`src/rtl/c66x_power_pkg.sv`:
```
// Shared constants and types for the C66x power supervisor and its sequencer-side helpers.
// Sequencer state codes, supervisor state encodings, tick-timer width, backoff helper.
package c66x_power_pkg;

    localparam int TIMER_W = 16;

    localparam logic [3:0] SEQ_OFF     = 4'h0;
    localparam logic [3:0] SEQ_ON      = 4'h9;
    localparam logic [3:0] SEQ_SHDN_LO = 4'hA;
    localparam logic [3:0] SEQ_SHDN_HI = 4'hE;

    typedef enum logic [2:0] {
        ST_INIT    = 3'd0,
        ST_IDLE    = 3'd1,
        ST_START   = 3'd2,
        ST_RUNNING = 3'd3,
        ST_BACKOFF = 3'd4,
        ST_STOP    = 3'd5,
        ST_LOCKOUT = 3'd6
    } sup_state_e;

    function automatic logic is_shutdown(input logic [3:0] code);
        is_shutdown = (code >= SEQ_SHDN_LO) && (code <= SEQ_SHDN_HI);
    endfunction

    // base << shamt computed wide enough to see overflow, then clamped to the timer range
    function automatic logic [TIMER_W-1:0] backoff_limit(input logic [TIMER_W-1:0] base,
                                                         input logic [1:0]         shamt);
        logic [TIMER_W+2:0] wide;
        wide = {3'b000, base} << shamt;
        backoff_limit = (wide[TIMER_W+2:TIMER_W] != 3'b000) ? '1 : wide[TIMER_W-1:0];
    endfunction

endpackage

```
`src/rtl/c66x_tick_gen.sv`:
```
// Prescaler emitting a one-cycle tick every TICK_DIV clocks; first tick TICK_DIV cycles after reset.
// Free-running, no backpressure; tick is a decode of the prescaler register.
module c66x_tick_gen #(
    parameter int TICK_DIV = 500
) (
    input  logic clk_i,
    input  logic rst_ni,
    output logic tick_o
);

    localparam int            PW   = $clog2(TICK_DIV);
    localparam logic [PW-1:0] LAST = PW'(TICK_DIV - 1);

    logic [PW-1:0] prescaler_q;
    logic [PW-1:0] prescaler_d;

    assign tick_o      = (prescaler_q == LAST);
    assign prescaler_d = tick_o ? '0 : prescaler_q + 1'b1;

    always_ff @(posedge clk_i or negedge rst_ni) begin
        if (!rst_ni) begin
            prescaler_q <= '0;
        end else begin
            prescaler_q <= prescaler_d;
        end
    end

endmodule

```
`src/rtl/c66x_power_supervisor.sv`:
```
// Supervises the C66x sequencer enable: startup hold-off, start/run watch, retry backoff, fault lockout.
// seq_state->output latency 3 cycles; outputs registered; retry feature enabled by C66X_SUPERVISOR_AUTO_RETRY_EN.
module c66x_power_supervisor
    import c66x_power_pkg::*;
#(
    parameter int TICK_DIV            = 500,
    parameter int STARTUP_TICKS       = 100,
    parameter int START_TIMEOUT_TICKS = 2000,
    parameter int BACKOFF_TICKS       = 250,
    parameter int RETRY_MAX           = 3,
    parameter int STABLE_TICKS        = 10000
) (
    input  logic       sysclk,
    input  logic       sysreset_INV,
    input  logic       power_request,
    input  logic       fault_clear,
    input  logic [3:0] seq_state,
    output logic       seq_enable,
    output logic       dsp_running,
    output logic       fault,
    output logic [1:0] retry_count,
    output logic [2:0] sup_state
);

`ifdef C66X_SUPERVISOR_AUTO_RETRY_EN
    localparam bit AUTO_RETRY = 1'b1;
`else
    localparam bit AUTO_RETRY = 1'b0;
`endif

    // Timeouts fire on the tick that brings the count to N, hence the N-1 compare values.
    localparam logic [TIMER_W-1:0] STARTUP_LAST = TIMER_W'(STARTUP_TICKS - 1);
    localparam logic [TIMER_W-1:0] START_LAST   = TIMER_W'(START_TIMEOUT_TICKS - 1);
    localparam logic [TIMER_W-1:0] STABLE_LAST  = TIMER_W'(STABLE_TICKS - 1);
    localparam logic [TIMER_W-1:0] BACKOFF_BASE = TIMER_W'(BACKOFF_TICKS);
    localparam logic [1:0]         RETRY_LIM    = 2'(RETRY_MAX);

    logic               tick;
    logic [3:0]         seq_sync1_q;
    logic [3:0]         seq_sync2_q;
    sup_state_e         state_q;
    sup_state_e         state_d;
    logic [TIMER_W-1:0] timer_q;
    logic [TIMER_W-1:0] timer_d;
    logic [1:0]         retry_q;
    logic [1:0]         retry_d;
    logic               fail;
    logic               seq_enable_q;
    logic               dsp_running_q;
    logic               fault_q;

    c66x_tick_gen #(
        .TICK_DIV(TICK_DIV)
    ) u_tick (
        .clk_i (sysclk),
        .rst_ni(sysreset_INV),
        .tick_o(tick)
    );

    always_comb begin
        state_d = state_q;
        retry_d = retry_q;
        fail    = 1'b0;
        case (state_q)
            ST_INIT: begin
                if (tick && timer_q == STARTUP_LAST) state_d = ST_IDLE;
            end
            ST_IDLE: begin
                if (power_request && seq_sync2_q == SEQ_OFF) state_d = ST_START;
            end
            ST_START: begin
                if (seq_sync2_q == SEQ_ON) begin
                    state_d = ST_RUNNING;
                end else if (is_shutdown(seq_sync2_q) || (tick && timer_q == START_LAST)) begin
                    fail = 1'b1;
                end else if (!power_request) begin
                    state_d = ST_STOP;
                end
            end
            ST_RUNNING: begin
                if (AUTO_RETRY && tick && timer_q == STABLE_LAST) retry_d = '0;
                if (seq_sync2_q != SEQ_ON) begin
                    fail = 1'b1;
                end else if (!power_request) begin
                    state_d = ST_STOP;
                end
            end
            ST_BACKOFF: begin
                if (timer_q >= backoff_limit(BACKOFF_BASE, retry_q - 2'd1) &&
                    seq_sync2_q == SEQ_OFF) begin
                    state_d = power_request ? ST_START : ST_IDLE;
                end
            end
            ST_STOP: begin
                if (seq_sync2_q == SEQ_OFF) state_d = ST_IDLE;
            end
            ST_LOCKOUT: begin
                if (fault_clear) begin
                    state_d = ST_IDLE;
                    retry_d = '0;
                end
            end
            default: state_d = ST_INIT;
        endcase

        // FAIL is a same-cycle decision; it overrides any stable-run clear in that cycle.
        if (fail) begin
            if (!AUTO_RETRY || retry_q == RETRY_LIM) begin
                state_d = ST_LOCKOUT;
                retry_d = retry_q;
            end else begin
                state_d = ST_BACKOFF;
                retry_d = retry_q + 2'd1;
            end
        end

        timer_d = timer_q;
        if (state_d != state_q) begin
            timer_d = '0;
        end else if (tick && timer_q != '1) begin
            timer_d = timer_q + 1'b1;
        end
    end

    always_ff @(posedge sysclk or negedge sysreset_INV) begin
        if (!sysreset_INV) begin
            seq_sync1_q   <= SEQ_OFF;
            seq_sync2_q   <= SEQ_OFF;
            state_q       <= ST_INIT;
            timer_q       <= '0;
            retry_q       <= '0;
            seq_enable_q  <= 1'b0;
            dsp_running_q <= 1'b0;
            fault_q       <= 1'b0;
        end else begin
            seq_sync1_q   <= seq_state;
            seq_sync2_q   <= seq_sync1_q;
            state_q       <= state_d;
            timer_q       <= timer_d;
            retry_q       <= retry_d;
            seq_enable_q  <= (state_d == ST_START) || (state_d == ST_RUNNING);
            dsp_running_q <= (state_d == ST_RUNNING);
            fault_q       <= (state_d == ST_LOCKOUT);
        end
    end

    assign seq_enable  = seq_enable_q;
    assign dsp_running = dsp_running_q;
    assign fault       = fault_q;
    assign retry_count = retry_q;
    assign sup_state   = state_q;

endmodule

```
`config.mk`:
```
export PLATFORM = sky130hd
export DESIGN_NAME = c66x_power_supervisor
export DESIGN_NICKNAME = d
export VERILOG_FILES = /design/src/rtl/c66x_power_pkg.sv /design/src/rtl/c66x_tick_gen.sv /design/src/rtl/c66x_power_supervisor.sv
export SDC_FILE = /design/constraint.sdc
export NUM_CORES = 1
export LEC_CHECK = 0
export BUFFER_PORTS_ARGS = -buffer_cell sky130_fd_sc_hd__buf_2
export CAP_MARGIN = 10
export CORE_MARGIN = 10
export CORE_UTILIZATION = 55
export DETAILED_ROUTE_END_ITERATION = 10
export GPL_ROUTABILITY_DRIVEN = 0
export PLACE_DENSITY = 0.74
export SETUP_SLACK_MARGIN = 0.02
export SYNTH_ARGS = -nofsm -noshare
export SYNTH_HDL_FRONTEND = slang
export SYNTH_SLANG_ARGS = --single-unit
```
`constraint.sdc`:
```
create_clock -name sysclk -period 5.7 [get_ports sysclk]
set_clock_uncertainty 0.05 [all_clocks]
set_input_delay 0.285 -clock sysclk [delete_from_list [all_inputs] [get_ports sysclk]]
set_output_delay 0.285 -clock sysclk [all_outputs]
set_load 0.005 [all_outputs]
```
# Word-level counts from Yosys, hierarchy flattened
# Cells that the tools add are included.
[word_totals] register_bits=39 elab_cells=59 output_inout_bits=8 in_bits=8
[classes] eq_ne=16 mux=19 n_lt_le_gt_ge=3 reduce_logical=11 n_addsub=2
[op_table] op="16-bit two-way mux" n=2
[op_table] op="3-bit two-way mux" n=10
[op_table] op="3-bit one-hot mux with 7 select lines" n=1
[op_table] op="16-bit by 1-bit adder with 16-bit output (second input constant)" n=1
[op_table] op="16-bit by 11-bit == test with 1-bit output (second input constant)" n=1
[op_table] op="16-bit by 7-bit == test with 1-bit output (second input constant)" n=1
[op_table] op="16-bit by 11-bit >= comparator with 1-bit output (second input constant)" n=1
[op_table] op="16-bit != test (second input constant)" n=1
[op_table] op="3-bit by 2-bit == test with 1-bit output (second input constant)" n=4
[op_table] op="3-bit == test (second input constant)" n=4
[op_table] op="9-bit by 1-bit adder with 9-bit output (second input constant)" n=1
[op_table] op="9-bit == test (second input constant)" n=1
[op_table] op="9-bit two-way mux" n=1
[op_table] op="1-bit logical AND" n=6
[op_table] op="4-bit == test (second input constant)" n=1
[op_table] op="4-bit >= comparator (second input constant)" n=1
[op_table] op="4-bit less-or-equal comparator (second input constant)" n=1
[op_table] op="4-bit zero test" n=1
[op_table] op="4-bit != test (second input constant)" n=1
[op_table] op="3-bit by 1-bit == test with 1-bit output (second input constant)" n=1
[op_table] op="3-bit zero test" n=1
[op_table] op="1-bit two-way mux" n=3
[op_table] op="3-bit != test" n=1
[op_table] op="1-bit logical OR" n=2
[op_table] op="other kinds (3)" n=3

# Logic depth before layout (Yosys ltp)
# Gate-level depths: netlist (run 1).
[depth] ltp_word=9 depth_mapped=8 mapped_depth_nobuf=7

# Cells and area by module
# A second synthesis (run 1) with hierarchy kept.
[unflattened] hier_cells=235 hier_area_um2=2293.4
[by_module_without_submodules] mod="c66x_power_supervisor" cells_each=186 n_inst=1 area_each_um2=1820.5 seq_area_each_um2=750.7
[by_module_without_submodules] mod="c66x_tick_gen" cells_each=49 n_inst=1 area_each_um2=473.0 seq_area_each_um2=225.2

# Worst setup path before layout (run 1)
# No wires, ideal clock.
[synth_timing] path_type="register -> register" from="reg seq_sync2_q[0]" to="reg timer_q[9]" setup_time_ns=0.088 period_less_slack_ns=2.459 required_time_ns=5.562 t_arrival_ns=2.321 path_buffers=1 path_stages_with_launch=8 setup_slack_ns=3.241 cell_sequence="dfrtp_1 or4_4 nor4_2 nor4_1 or4b_4 o22a_4 buf_6 a211oi_2"
[synth_via] elab_chain_cells=9 word_cells_on_any_way=24 classes_between="order compare: 2; eq/ne: 3; mux: 13; reduce/logical: 6"
[synth_rtl] element="start: declaration" line="c66x_power_supervisor.sv:40" rtl="logic [3:0] seq_sync2_q;"
[synth_rtl] element="start signal: assignment" line="c66x_power_supervisor.sv:137" rtl="seq_sync2_q <= seq_sync1_q;"
[synth_rtl] element="4-bit >= comparator or 4-bit less-or-equal comparator (tied branches)" line="c66x_power_pkg.sv:23" rtl="is_shutdown = (code >= SEQ_SHDN_LO) && (code <= SEQ_SHDN_HI);"
[synth_rtl] element="1-bit logical AND" line="c66x_power_pkg.sv:23"
[synth_rtl] element="1-bit logical OR" line="c66x_power_supervisor.sv:74" rtl="end else if (is_shutdown(seq_sync2_q) || (tick && timer_q == START_LAST)) begin"
[synth_rtl] element="3-bit two-way mux or 1-bit two-way mux (tied branches)" line="c66x_power_supervisor.sv:74"
[synth_rtl] element="3-bit two-way mux or 1-bit two-way mux (tied branches)" line="c66x_power_supervisor.sv:72" rtl="if (seq_sync2_q == SEQ_ON) begin"
[synth_rtl] element="3-bit one-hot mux with 7 select lines or 1-bit one-hot mux with 2 select lines (tied branches)" line="c66x_power_supervisor.sv:64" rtl="case (state_q)"
[synth_rtl] element="3-bit two-way mux *" line="c66x_power_supervisor.sv:107" rtl="if (fail) begin"
[synth_rtl] element="3-bit != test *" line="c66x_power_supervisor.sv:118" rtl="if (state_d != state_q) begin"
[synth_rtl] element="16-bit two-way mux or 2-bit nonzero test (tied branches)"
[synth_rtl] element="end signal: assignment" line="c66x_power_supervisor.sv:139" rtl="timer_q <= timer_d;"
[synth_rtl] element="end: declaration" line="c66x_power_supervisor.sv:43" rtl="logic [TIMER_W-1:0] timer_q;"
# Mark *: on every way between the ends. The rest lies on a longest branch, timed or not.
# A chain may end at the register's enable or synchronous reset.

# Worst setup path in the final report (run 1)
[layout_timing] from="reg seq_sync2_q[1]" to="reg timer_q[14]"
# The elaborated chain is that of the path after synthesis.

==> impl_metrics.toml, run 1 <==
[timing]
timing.final.crit_period_ps = 2750
fmax_mhz = 363
report.final.hold_viol_count = 0
final.period_utilization = 0.483
worstMarginPinSlew_ps = 832
setup_viol_count_final = 0
setup_total_negative_slack_ps = 0
worst_slew_margin_relative_to_its_limit = 0.446
final_max_slew_viol_count = 0
rsz0062_at_grt = "no"

[power]
p_per_area_nw_per_um2 = 238
leakage_uw = 0.000946
ir_drop_mv = 0.256

[yosys]
synth-main-ff-cell = "dfrtp_1"
post_synth_inst_count = 222
syn_avg_cell_area_um2 = 9.70
synthesis.area_um2 = 2150
synth_warnings = 0
synth_seq_cells = 39
synth-edff-count = 0
netlist-cell-type-count = 44
synth_sequential_area_ratio = 0.453
synth-async-reset-ratio = 1.00

[place]
placed_area_um2 = 2240
detailed_place_hpwl_mm = 3.07
port_buffers = 13

[cells_and_area]
post_route_cells_drive_above_1_share = 0.153
num-nets-final = 246
nFillCells = 309
area_occupied_by_registers_um2 = 976
finish.instance_area_um2 = 2350
num_antenna_cells = 0
combined_area_of_the_multi_input_logic_cells_um2 = 1090
area_growth_pct = 9.30

[job]
drv_cap = 0

[worst_setup_path]
crit_chain = "or4_4, nor4_2, nor4_1, or4b_4, a21o_1, a211oi_1"
worstPathRequired_ps = 5840
critPathKind = "flip-flop to flip-flop"
startpoint_type = "flip-flop"
r2r_setup_slack_ps = 2950
critPathCaptureType = "flip-flop"
crit_arrival_ps = 2890
worst_r2r_endpoint = "timer_q[14]$_DFFE_PN0P_"
worst-path-buf-inv = 0
r2r_cells = 6
critical_path.reg2reg.startpoint = "seq_sync2_q[1]$_DFF_PN0_"
crit_slowest_cell = "or4_4"
worstPathMaxFanout = 16
slowest_delay_ps = 540
cp_top_family = "simple AND/OR/NAND/NOR gates"

[floorplanning]
fp.dieArea_um2 = 6820
fp.dieW_um = 82.6
ioPinCount = 16
dieHeight_um = 82.6
core_area_um2 = 3720
fp-row-count = 22
initial_core_util = 0.579

[drt]
routed_wirelength_mm = 4.43
via_per_inst = 6.08
drt_pass1_iterations = 4
dr.first_iter.drc_count = 198
routed-via-count = 1728
detail_route.drc_violations = 0
avgRoutedWirePerCell_um = 15.6
final_antenna_net_count = 0

[status]
status = "finished, final reports clean"

[global_routing]
global_route_wire_length_before_repair_mm = 7.20
grt-ovfl-total = 0
gr-usage-all-layers = 0.137
antenna_found_initial = 0
grt_max_degree = 40
via_count_of_the_first_global_routing_pass = 1524

[clocking]
path_clk_slew_ps = 80
holdBufCountCts = 0
post-cts-setup-buffers = 0
cts_tree = "done"
ctsRootBufferMaster = "clkbuf_8"
post_cts_resize_count = 0
cts_max_path_buffers = 2
cts-htree-levels = 2
cts-buffers-inserted = 5
cts.sinks = 39
clock_latency_ps = 300

[min_path]
min_path_type = "input port to async pin"
-- worst register-to-register path, cell delays in order (launching register included) --
cell	delay, ps
dfrtp_1	410
or4_4	540
nor4_2	230
nor4_1	120
or4b_4	540
a21o_1	410
a211oi_1	340
-- per-layer routing --
layer	vias up	global-route usage	wire length, um
li1	840	-	-
met1	822	0.185	2020
met2	58	0.204	2050
met3	8	0.0302	266
met4	0	0.0702	88
met5	-	0	0
-- cell usage after synthesis, drive strengths merged, types with 5 or more instances --
library cell	count	area share
nand3	9	0.021
nor4	7	0.023
nor3	9	0.021
nor2	19	0.033
xor2	6	0.024
xnor2	10	0.041
o21ai	13	0.030
a211oi	17	0.078
clkbuf	5	0.0087
a21oi	10	0.023
inv	10	0.017
nand4	8	0.023
dfrtp	39	0.45
nand2	14	0.024
-- area by class of cell --
| type | count | area share |
|---|---|---|
| Multi-Input combinational cell | 165 | 0.464 |
| Sequential cell | 39 | 0.415 |
| Timing Repair Buffer | 14 | 0.0308 |
| Clock buffer | 5 | 0.0292 |
| Tap cell | 48 | 0.0255 |
| Clock inverter | 3 | 0.0202 |
| Inverter | 10 | 0.0159 |
-- kinds of logic (layout without fill, tap and decap cells) --
family          count (synthesis)  in the layout  share of synthesized area
fa+ha+maj                       3              3                     0.0174
compound gates                 56             56                      0.196
xor+xnor                       16             16                     0.0651
buf+inv                        19             32                     0.0418
other cells                     1              2                    0.00174
flops                          39             39                      0.453
simple gates                   88             88                      0.224
-- stage by stage --
stage | std cells | worst slack, ps | power, uW | hold slack, ps | util
2_1_floorplan | 223 | 3240 | 316 | -60.6 | -
3_3_place_gp | 276 | 3080 | 330 | 283 | 0.602
3_5_place_dp | 276 | 2950 | 331 | 288 | 0.602
4_1_cts | 284 | 2930 | 567 | 25.5 | 0.633
5_1_grt | 284 | 2720 | 584 | 18.2 | 0.633
6_report | 284 | 2950 | 560 | 31.1 | 0.633
-- worst max path at each step --
stage / slack (ps) / cells past startpoint / from / to
6_report: 2950 / 6 / seq_sync2_q[1]$_DFF_PN0_ / timer_q[14]$_DFFE_PN0P_
2_1_floorplan: 3240 / 7 / seq_sync2_q[0]$_DFF_PN0_ / timer_q[9]$_DFFE_PN0P_
5_1_grt: 2720 / 6 / timer_q[14]$_DFFE_PN0P_ / timer_q[14]$_DFFE_PN0P_
3_3_place_gp: 3080 / 6 / seq_sync2_q[0]$_DFF_PN0_ / timer_q[12]$_DFFE_PN0P_
4_1_cts: 2930 / 6 / seq_sync2_q[1]$_DFF_PN0_ / timer_q[14]$_DFFE_PN0P_
3_5_place_dp: 2950 / 6 / seq_sync2_q[1]$_DFF_PN0_ / timer_q[14]$_DFFE_PN0P_
-- state kept, by name (all words and copies together), names as in the netlist --
signal and count:
seq_sync2_q 4, fault 1, sup_state 3, seq_sync1_q 4, seq_enable 1, dsp_running 1, timer_q 16, u_tick.prescaler_q 9
-- placed cells by master, fill, tap and decap left out, types with 6 or more instances in the layout --
cell	instances
nor3_1	9
a21oi_1	10
buf_2	13
nand3_1	9
nor4_1	6
o21ai_0	12
inv_1	10
dfrtp_1	39
nor2_1	19
nand2_1	14
a211oi_1	9
a211oi_2	8
nand4_1	8
xnor2_1	10
xor2_1	6
-- report_power, final --
part | internal (uW) | leakage (uW) | total (uW) | switching, uW
registers | 280 | 0.000510 | 286 | 5.86
logic | 11.2 | 0.000377 | 38.9 | 27.7
clock network | 133 | 0.0000587 | 235 | 102
total | 424 | 0.000946 | 560 | 136
Note: power is estimated with default switching activity, not from simulation.
==> run 2: changes to the inputs <==
--- a/config.mk
+++ b/config.mk
@@ -8,10 +8,10 @@
 export BUFFER_PORTS_ARGS = -buffer_cell sky130_fd_sc_hd__buf_2
 export CAP_MARGIN = 10
 export CORE_MARGIN = 10
-export CORE_UTILIZATION = 55
+export CORE_UTILIZATION = 54
 export DETAILED_ROUTE_END_ITERATION = 10
 export GPL_ROUTABILITY_DRIVEN = 0
-export PLACE_DENSITY = 0.74
+export PLACE_DENSITY = 0.76
 export SETUP_SLACK_MARGIN = 0.02
 export SYNTH_ARGS = -nofsm -noshare
 export SYNTH_HDL_FRONTEND = slang
==> constraint.sdc (replaced) <==
create_clock -name sysclk -period 2.44 [get_ports sysclk]
set_clock_uncertainty 0.05 [all_clocks]
set_input_delay 0.122 -clock sysclk [delete_from_list [all_inputs] [get_ports sysclk]]
set_output_delay 0.122 -clock sysclk [all_outputs]
set_load 0.005 [all_outputs]
==> run 2 against run 1 <==
  * The flow now finishes with violations (negative setup slack)
  * Via count is 13% higher
  * Power is 120% higher
  * First-iteration DRC count is 21% higher
  * Routed wire length is 22% higher
  * Non-clock buffer count is 43 higher
  * Global-route usage is 1.4 points higher
  * Sequential cell count stayed put
  * Sequential power is 130% higher
  * Final area is 16% higher
  * Cell count is 15% higher
  * Register-to-register slack worse by 3100 ps
  * Sequential share of layout area is 5.7 points lower
  * Largest power group unchanged
  * Highest routed layer unchanged
==> impl_metrics.toml, run 2 (synthesis results as in run 1) <==
[timing]
final_max_slew_viol_count = 0
setup_viol_count_final = 16
worst_slew_margin_relative_to_its_limit = 0.426
timing.final.crit_period_ps = 2600
worstMarginPinSlew_ps = 860
setup_ws_ps = -160
report.final.hold_viol_count = 0
rsz0062_at_grt = "yes"
setup_total_negative_slack_ps = -2140
final.period_utilization = 1.07
fmax_mhz = 385

[floorplanning]
fp.dieArea_um2 = 6910
fp.dieW_um = 83.1
fp-row-count = 22
dieHeight_um = 83.1
ioPinCount = 16
initial_core_util = 0.571
core_area_um2 = 3770

[drt]
avgRoutedWirePerCell_um = 16.5
dr.first_iter.drc_count = 239
final_antenna_net_count = 0
drt_pass1_iterations = 4
via_per_inst = 5.97
detail_route.drc_violations = 0
routed_wirelength_mm = 5.41
routed-via-count = 1958

[clocking]
cts.sinks = 39
cts_max_path_buffers = 2
ctsRootBufferMaster = "clkbuf_8"
clock_latency_ps = 290
cts_tree = "done"
cts-htree-levels = 2
cts-buffers-inserted = 5
path_clk_slew_ps = 80

[global_routing]
grt-ovfl-total = 0
gr-usage-all-layers = 0.151
global_route_wire_length_before_repair_mm = 8.92
grt_max_degree = 40
antenna_found_initial = 0
via_count_of_the_first_global_routing_pass = 1824

[cells_and_area]
largest_reg_by_ff_count = "timer_q"
mostFrequentLayoutCells = "dfrtp_1, buf_4, nor2_1"
num-nets-final = 290
post_route_cells_drive_above_1_share = 0.289
area_growth_pct = 26.7
num_antenna_cells = 0
largest_register_ffs = 16
biggestRegsByFlops = "timer_q x16, u_tick.prescaler_q x9"
layout_commonest_cell = "dfrtp_1"

[worst_setup_path]
critical_path.reg2reg.startpoint = "seq_sync2_q[0]$_DFF_PN0_"
crit_arrival_ps = 2750
crit_slowest_cell = "or4b_4"
crit_chain = "or4_4, buf_6, nor4_4, nor4_2, or4b_4, a21o_1, buf_12, a211oi_2"
critPathCaptureType = "flip-flop"
worstPathRequired_ps = 2590
r2r_setup_slack_ps = -160
worst_r2r_endpoint = "timer_q[7]$_DFFE_PN0P_"
r2r_cells = 8
timing.critical_path.from = "seq_sync2_q[0]$_DFF_PN0_"
timing.critical_path.to = "timer_q[7]$_DFFE_PN0P_"
startpoint_type = "flip-flop"
slowest_delay_ps = 560
worstPathMaxFanout = 16
critPathKind = "flip-flop to flip-flop"

[place]
detailed_place_hpwl_mm = 3.61
port_buffers = 13

[status]
violations = "negative setup slack"
status = "finished with violations"

[min_path]
worstHoldStart = "seq_sync1_q[2]$_DFF_PN0_"
min_path_type = "flip-flop to flip-flop"

[job]
drv_cap = 0

[power]
ir_drop_mv = 0.394
leakage_uw = 0.00115
p_per_area_nw_per_um2 = 444
total_power_uw = 1210
[run 2: cell count changes in the layout (fill, tap and decap cells not counted), sizes merged]
cell         previous run  this run
inv                    11        10
dlygate4sd3             0         5
clkinvlp                0         1
buf                    14        52
bufinv                  1         0
o22a                    1         2
clkbuf                  5         6
[run 2: worst min-delay path by stage]
| stage | to | slack (ps) | cells after the start |
|---|---|---|---|
| after floorplan | dsp_running$_DFF_PN0_ | -220 | 0 |
| after global placement | seq_sync1_q[3]$_DFF_PN0_ | 180 | 1 |
| after detailed placement | seq_sync1_q[1]$_DFF_PN0_ | 180 | 1 |
| after CTS | sup_state[2]$_DFF_PN0_ | 290 | 3 |
| after global routing | seq_sync2_q[0]$_DFF_PN0_ | 320 | 0 |
| final | seq_sync2_q[2]$_DFF_PN0_ | 300 | 0 |
[run 2: critical path: cells and delay by family (launching register included)]
kind	cells	cell delay (ps)
compound gates	2	400
buf+inv	2	300
flops	1	380
simple gates	4	1370
[run 2: final cells by class]
class	instances	area [um^2]
Clock inverter	2	12.5
Inverter	10	37.5
Clock buffer	6	72.6
Fill cell	272	1040
Sequential cell	39	976
Timing Repair Buffer	57	424
Multi-Input combinational cell	166	1140
Tap cell	48	60.1
[run 2: power by group]
| part | total, uW | leakage [uW] | switching, uW | internal [uW] |
|---|---|---|---|---|
| clock | 421 | 0.0000412 | 221 | 200 |
| combinational | 125 | 0.000600 | 83.0 | 42.4 |
| sequential | 665 | 0.000510 | 9.16 | 655 |
[run 2: timing repair]
| item | 4_1_cts | 5_1_grt |
|---|---|---|
| endpoints found under the setup margin | 16 | 16 |
| gates cloned | 0 | 1 |
| buffers inserted | 1 | 0 |
| resized for setup | 4 | 3 |
| hold buffers | 5 | 0 |
| endpoints found under the hold margin | 43 | 0 |
| pin swaps | 1 | 0 |
[run 2: stage by stage]
stage	util	setup WS [ps]	cell area [um^2]	std cells	hold WS [ps]
after detailed placement	0.674	-315	2540	313	183
after global routing	0.723	-236	2730	328	320
final	0.723	-160	2730	328	303
after global placement	0.674	-272	2540	313	181
after floorplan	-	62.7	2180	223	-224
after CTS	0.716	-95.6	2700	327	291
[run 2: routing by layer]
layer / vias to the layer above / GRT usage / share of wire
met5: - / 0 / 0
li1: 928 / - / -
met3: 11 / 0.0342 / 0.063
met2: 66 / 0.232 / 0.48
met1: 953 / 0.202 / 0.44
met4: 0 / 0.0554 / 0.024
